==> src/rtl/fifo_pkt_pkg.sv <==
// ============================================================================
// Module   : fifo_pkt_pkg
// Purpose  : Shared types and constants for the FIFO packet writer.
//            The TRAIL state and the trailer word count depend on the
//            FIFO_PKT_WRITER_CSUM_EN macro.
// Revision : 1.0 - initial release
// ============================================================================
`default_nettype none

package fifo_pkt_pkg;

  // Packet writer FSM states; TRAIL exists only when the checksum is built in
  typedef enum logic [1:0] {
    ST_IDLE    = 2'd0,
    ST_HDR     = 2'd1,
    ST_PAYLOAD = 2'd2
`ifdef FIFO_PKT_WRITER_CSUM_EN
    ,
    ST_TRAIL   = 2'd3
`endif
  } pkt_state_t;

  // Framing overhead around the payload, in FIFO words
  localparam int c_HDR_WORDS = 1;
`ifdef FIFO_PKT_WRITER_CSUM_EN
  localparam int c_TRL_WORDS = 1;
`else
  localparam int c_TRL_WORDS = 0;
`endif

endpackage

`default_nettype wire

==> src/rtl/pkt_csum.sv <==
// ============================================================================
// Module   : pkt_csum
// Purpose  : Modulo-2**LOGIC_SIZE running sum of packet payload words.
//            Instantiated only when FIFO_PKT_WRITER_CSUM_EN is defined.
// Revision : 1.0 - initial release
// ============================================================================
`default_nettype none

module pkt_csum #(
  parameter int LOGIC_SIZE = 8
) (
  input  logic                  i_wclk,
  input  logic                  i_rst_n,
  input  logic                  i_clear,
  input  logic                  i_enable,
  input  logic [LOGIC_SIZE-1:0] i_data,
  output logic [LOGIC_SIZE-1:0] o_sum
);

  logic [LOGIC_SIZE-1:0] r_sum;

  // Accumulate accepted words; clear wins so a new packet starts from zero
  always_ff @(posedge i_wclk or negedge i_rst_n) begin
    if (!i_rst_n) begin
      r_sum <= '0;
    end else if (i_clear) begin
      r_sum <= '0;
    end else if (i_enable) begin
      r_sum <= r_sum + i_data;
    end
  end

  assign o_sum = r_sum;

endmodule

`default_nettype wire

==> src/rtl/fifo_pkt_writer.sv <==
// ============================================================================
// Module   : fifo_pkt_writer
// Purpose  : Frames an upstream word stream into FIFO packets: a length
//            header, the payload passed through combinationally and, when
//            FIFO_PKT_WRITER_CSUM_EN is defined, a checksum trailer.
// Revision : 1.0 - initial release
// ============================================================================
`default_nettype none

module fifo_pkt_writer
  import fifo_pkt_pkg::*;
#(
  parameter int LOGIC_SIZE = 8,
  parameter int MAX_LEN    = 16
) (
  input  logic                           i_wclk,
  input  logic                           i_rst_n,
  input  logic                           i_start,
  input  logic [$clog2(MAX_LEN+1)-1:0]   i_len,
  input  logic                           i_valid,
  input  logic [LOGIC_SIZE-1:0]          i_data,
  output logic                           o_ready,
  input  logic                           i_wfull,
  output logic                           o_wr,
  output logic [LOGIC_SIZE-1:0]          o_wdata,
  output logic                           o_busy,
  output logic                           o_done
);

  localparam int                LEN_W     = $clog2(MAX_LEN + 1);
  localparam logic [LEN_W-1:0]  c_MAX_LEN = LEN_W'(MAX_LEN);

  pkt_state_t       r_state;
  pkt_state_t       w_state_nxt;
  logic [LEN_W-1:0] r_len;
  logic [LEN_W-1:0] r_cnt;
  logic [LEN_W-1:0] w_cnt_inc;
  logic             r_done;
  logic             w_start;
  logic             w_accept;
  logic             w_last_wr;

  assign w_start   = (r_state == ST_IDLE) && i_start;
  assign w_accept  = (r_state == ST_PAYLOAD) && i_valid && !i_wfull;
  assign w_cnt_inc = r_cnt + LEN_W'(1);

`ifdef FIFO_PKT_WRITER_CSUM_EN
  logic [LOGIC_SIZE-1:0] w_sum;

  pkt_csum #(
    .LOGIC_SIZE (LOGIC_SIZE)
  ) u_pkt_csum (
    .i_wclk   (i_wclk),
    .i_rst_n  (i_rst_n),
    .i_clear  (w_start),
    .i_enable (w_accept),
    .i_data   (i_data),
    .o_sum    (w_sum)
  );
`endif

  // State register
  always_ff @(posedge i_wclk or negedge i_rst_n) begin
    if (!i_rst_n) begin
      r_state <= ST_IDLE;
    end else begin
      r_state <= w_state_nxt;
    end
  end

  // Latch the clamped length when a packet is accepted in IDLE
  always_ff @(posedge i_wclk or negedge i_rst_n) begin
    if (!i_rst_n) begin
      r_len <= '0;
    end else if (w_start) begin
      r_len <= (i_len > c_MAX_LEN) ? c_MAX_LEN : i_len;
    end
  end

  // Payload word counter, held at zero between packets so it never wraps
  always_ff @(posedge i_wclk or negedge i_rst_n) begin
    if (!i_rst_n) begin
      r_cnt <= '0;
    end else if (r_state == ST_IDLE) begin
      r_cnt <= '0;
    end else if (w_accept) begin
      r_cnt <= w_cnt_inc;
    end
  end

  // Done pulses the cycle after the final word of a packet is written
  always_ff @(posedge i_wclk or negedge i_rst_n) begin
    if (!i_rst_n) begin
      r_done <= 1'b0;
    end else begin
      r_done <= w_last_wr;
    end
  end

  // Next-state and FIFO/upstream handshake decode
  always_comb begin
    w_state_nxt = r_state;
    o_wr        = 1'b0;
    o_wdata     = '0;
    o_ready     = 1'b0;
    w_last_wr   = 1'b0;
    case (r_state)
      ST_IDLE: begin
        if (i_start) begin
          w_state_nxt = ST_HDR;
        end
      end
      ST_HDR: begin
        o_wr    = !i_wfull;
        o_wdata = LOGIC_SIZE'(r_len);
        if (!i_wfull) begin
          if (r_len == '0) begin
`ifdef FIFO_PKT_WRITER_CSUM_EN
            w_state_nxt = ST_TRAIL;
`else
            w_state_nxt = ST_IDLE;
            w_last_wr   = 1'b1;
`endif
          end else begin
            w_state_nxt = ST_PAYLOAD;
          end
        end
      end
      ST_PAYLOAD: begin
        o_ready = !i_wfull;
        o_wr    = w_accept;
        o_wdata = i_data;
        if (w_accept && (w_cnt_inc == r_len)) begin
`ifdef FIFO_PKT_WRITER_CSUM_EN
          w_state_nxt = ST_TRAIL;
`else
          w_state_nxt = ST_IDLE;
          w_last_wr   = 1'b1;
`endif
        end
      end
`ifdef FIFO_PKT_WRITER_CSUM_EN
      ST_TRAIL: begin
        o_wr    = !i_wfull;
        o_wdata = w_sum;
        if (!i_wfull) begin
          w_state_nxt = ST_IDLE;
          w_last_wr   = 1'b1;
        end
      end
`endif
      default: begin
        w_state_nxt = ST_IDLE;
      end
    endcase
  end

  assign o_busy = (r_state != ST_IDLE);
  assign o_done = r_done;

endmodule

`default_nettype wire

==> config.mk <==
export PLATFORM = sky130hd
export DESIGN_NAME = fifo_pkt_writer
export DESIGN_NICKNAME = d
export VERILOG_FILES = /design/src/rtl/fifo_pkt_pkg.sv /design/src/rtl/pkt_csum.sv /design/src/rtl/fifo_pkt_writer.sv
export SDC_FILE = /design/constraint.sdc
export NUM_CORES = 1
export LEC_CHECK = 0
export ABC_AREA = 0
export CORE_ASPECT_RATIO = 1.1
export CORE_UTILIZATION = 29
export CTS_BUF_LIST = sky130_fd_sc_hd__clkbuf_16
export DETAILED_ROUTE_END_ITERATION = 7
export SKIP_CTS_REPAIR_TIMING = 1
export SLEW_MARGIN = 0
export SYNTH_ARGS = -nofsm -noshare
export SYNTH_HDL_FRONTEND = slang
export SYNTH_HIERARCHICAL = 1
export SYNTH_SLANG_ARGS = --single-unit
==> constraint.sdc <==
create_clock -name i_wclk -period 2.2 [get_ports i_wclk]
set_clock_uncertainty 0.15 [all_clocks]
set_input_delay 0.55 -clock i_wclk [delete_from_list [all_inputs] [get_ports i_wclk]]
set_output_delay 0.55 -clock i_wclk [all_outputs]
set_load 0.01 [all_outputs]
==> results.cfg <==
[status]
status = finished, final reports clean

[route]
routed_wl_um = 2270
firstDrtPassIters = 2
drtIter0Drc = 6
dr_total_vias = 865
wire_per_inst_um = 13.12
drc = 0
drt.antenna.violating_nets = 0
drt-vias-per-instance = 5.000

[synthesis]
ys_types = 34
yosysTopAreaCellShare_pct = 35.76
async_reset_ff_share_pct = 100.0
ys_ff_latch = 13
synth_edf_count = 0
syn_area_um2 = 909.6
yosys_warnings = 6
syn_nets = 121
synth_area_leaders = dfrtp_1, ha_1, xnor2_1
synthCells = 99
synth_top_area_cell = dfrtp_1
synth_seq_area_share_pct = 35.76
synth_flop_cell = dfrtp_1
synth.avg_cell_area_um2 = 9.188

[power]
leakagePower_nw = 0.7898
p_per_area_nw_per_um2 = 1116
vdd_ir_drop_max_v = 0.0006491

[global_route]
grt_max_degree = 14
grt_pass1_vias = 835
grt_usage_pct = 14.25
gr-total-overflow = 0
grt_pass1_wl_um = 3684
antenna_found_initial = 0

[placement]
gp_congestion = 0.7986
dpl-instance-area_um2 = 1282
port-buffer-count = 29
dp.cells = 166
place_hpwl_um = 1762
dp_slack_ns = -0.4545

[floorplanning]
row_count = 20
floorplan.initialDensity_pct = 31.61
die_height_um = 60.74
ios = 30
die_w_um = 55.40
design.die.area_um2 = 3365
core_region_area_um2 = 2878

[cells_and_area]
mostFrequentLayoutCells = clkdlybuf4s50_1, dfrtp_1, dlymetal6s2s_1, buf_4, nand2_1
num_antenna_cells = 0
area_delta_synth_final_pct = 58.87
layout_commonest_cell = clkdlybuf4s50_1
finalNonFillerCells = 173
final-seq-area_um2 = 325.3
multiInputGateArea_um2 = 574.3
stdcell_area_um2 = 1445
filler_cell_count = 282
final_layout_size_suffix_gt1_share_pct = 20.71
fin_nets = 163

[critical_path]
endpoint = o_wr
cpPeakStageDelay_ns = 0.41
critPathMaxFanout = 3
reg2reg_to = r_state[1]$_DFFE_PN0P_
critPathLaunch = r_state[1]$_DFFE_PN0P_
crit_path_start_kind = flip-flop
cp_data_required_time_ns = 1.50
crit_slowest_cell = dfrtp_1
ff2ff_path_depth = 6
arrival_ns = 1.48
end_kind = output pin
criticalPathCategory = reg -> out
r2r_setup_slack_ns = 0.17
r2r-start = r_cnt[0]$_DFFE_PN0P_
path_cells = ha_2 -> nor2b_2 -> and2_4 -> o21a_1 -> dlymetal6s2s_1

[clocking]
cts_tree = done
h-tree-depth = 1
clk_latency_ns = 0.24
numCtsBuffers = 3
path_clk_slew_ns = 0.05
clock_path_buffers = 2
cts_root_buf = clkbuf_16
clkSinkCount = 13

[sta]
period_minus_slack_ns = 2.182
setup_viol = 0
tightest_slew_ns = 0.6103
final-max-slew-violation-count = 0
setup_ws_ns = 0.01824
fmax_ghz = 0.4583
finalCritPeriodShare_pct = 99.17
tns_ns = 0
relSlewSlack_pct = 59.19
hold_viol_final = 0
grt_setup_unrepaired = true

[flow_run]
maxCapViolCount = 0

[min_path]
min_path_cells = 2
min_from = r_len[0]$_DFFE_PN0P_
hold_path_class = reg -> reg
## per-layer routing
metal	vias up	GRT usage, %	routed length (um)	share of wire (%)
met5	-	0	0	0
met4	0	7.143	34	1.5
met3	5	2.772	101	4.4
met2	24	25.65	1180	52
met1	409	16.58	954	42
li1	427	-	-	-
## registers in the layout, indices dropped and copies added (netlist names)
register / count
r_state: 2
r_len: 5
r_cnt: 5
o_done: 1
## power breakdown
group          switching (mW)  leakage [nW]  internal [mW]
Combinational           0.408         0.574          0.470
Sequential             0.0892         0.173          0.307
Clock                  0.0991        0.0423          0.240
## stage by stage
stage	utilization [%]	hold slack (ns)	power, mW
floorplan	-	0.1044	0.8458
global placement	44.57	0.4015	1.164
detailed placement	44.57	0.4173	1.171
CTS	47.30	0.4291	1.517
global route	50.22	0.4729	1.732
finish	50.22	0.4216	1.612
## cells in the mapped netlist, types with 2 or more instances
library cell / number
xor2_1: 4
nor2_1: 7
and2_1: 2
nand3_1: 2
nor2b_1: 5
nand2_1: 10
o21ai_0: 4
nand2b_1: 5
and3_1: 3
ha_1: 4
xnor2_1: 5
a31oi_1: 2
inv_1: 5
nand4_1: 3
buf_2: 3
dfrtp_1: 13
a22oi_1: 5
## critical path, delay by kind of cell (launching register included)
family,cells,cell delay (ns)
adders and majority gates,1,0.19
buffers and inverters,1,0.16
DFF,1,0.41
AOI/OAI and AO/OA,1,0.17
and+or+nand+nor,2,0.31
## cells by family (layout without fill, tap and decap cells)
logic type / after synthesis / in the layout / synth area share, %
flip-flops: 13 / 13 / 35.76
AO/OA/AOI/OAI: 20 / 20 / 16.92
multiplexers: 2 / 2 / 2.338
XOR/XNOR: 10 / 10 / 10.45
adder cells (fa/ha/maj): 4 / 4 / 5.502
buffers and inverters: 9 / 50 / 4.952
AND/OR/NAND/NOR: 41 / 41 / 24.07
## worst min path at each step
stage	slack (ns)	to
floorplan	0.10	o_done$_DFF_PN0_
global placement	0.40	r_len[1]$_DFFE_PN0P_
detailed placement	0.42	r_len[0]$_DFFE_PN0P_
CTS	0.43	r_len[0]$_DFFE_PN0P_
global route	0.47	r_len[3]$_DFFE_PN0P_
finish	0.42	r_len[0]$_DFFE_PN0P_
## final cells by class
class | count | area share (%)
clock inverters | 1 | 0.2597
flip-flops and latches | 13 | 22.51
repair buffers | 41 | 28.14
well taps | 33 | 2.857
clock buffers | 3 | 5.195
inverters | 5 | 1.299
multi-input cells | 77 | 39.74
Power figures use the tool's default switching activity.
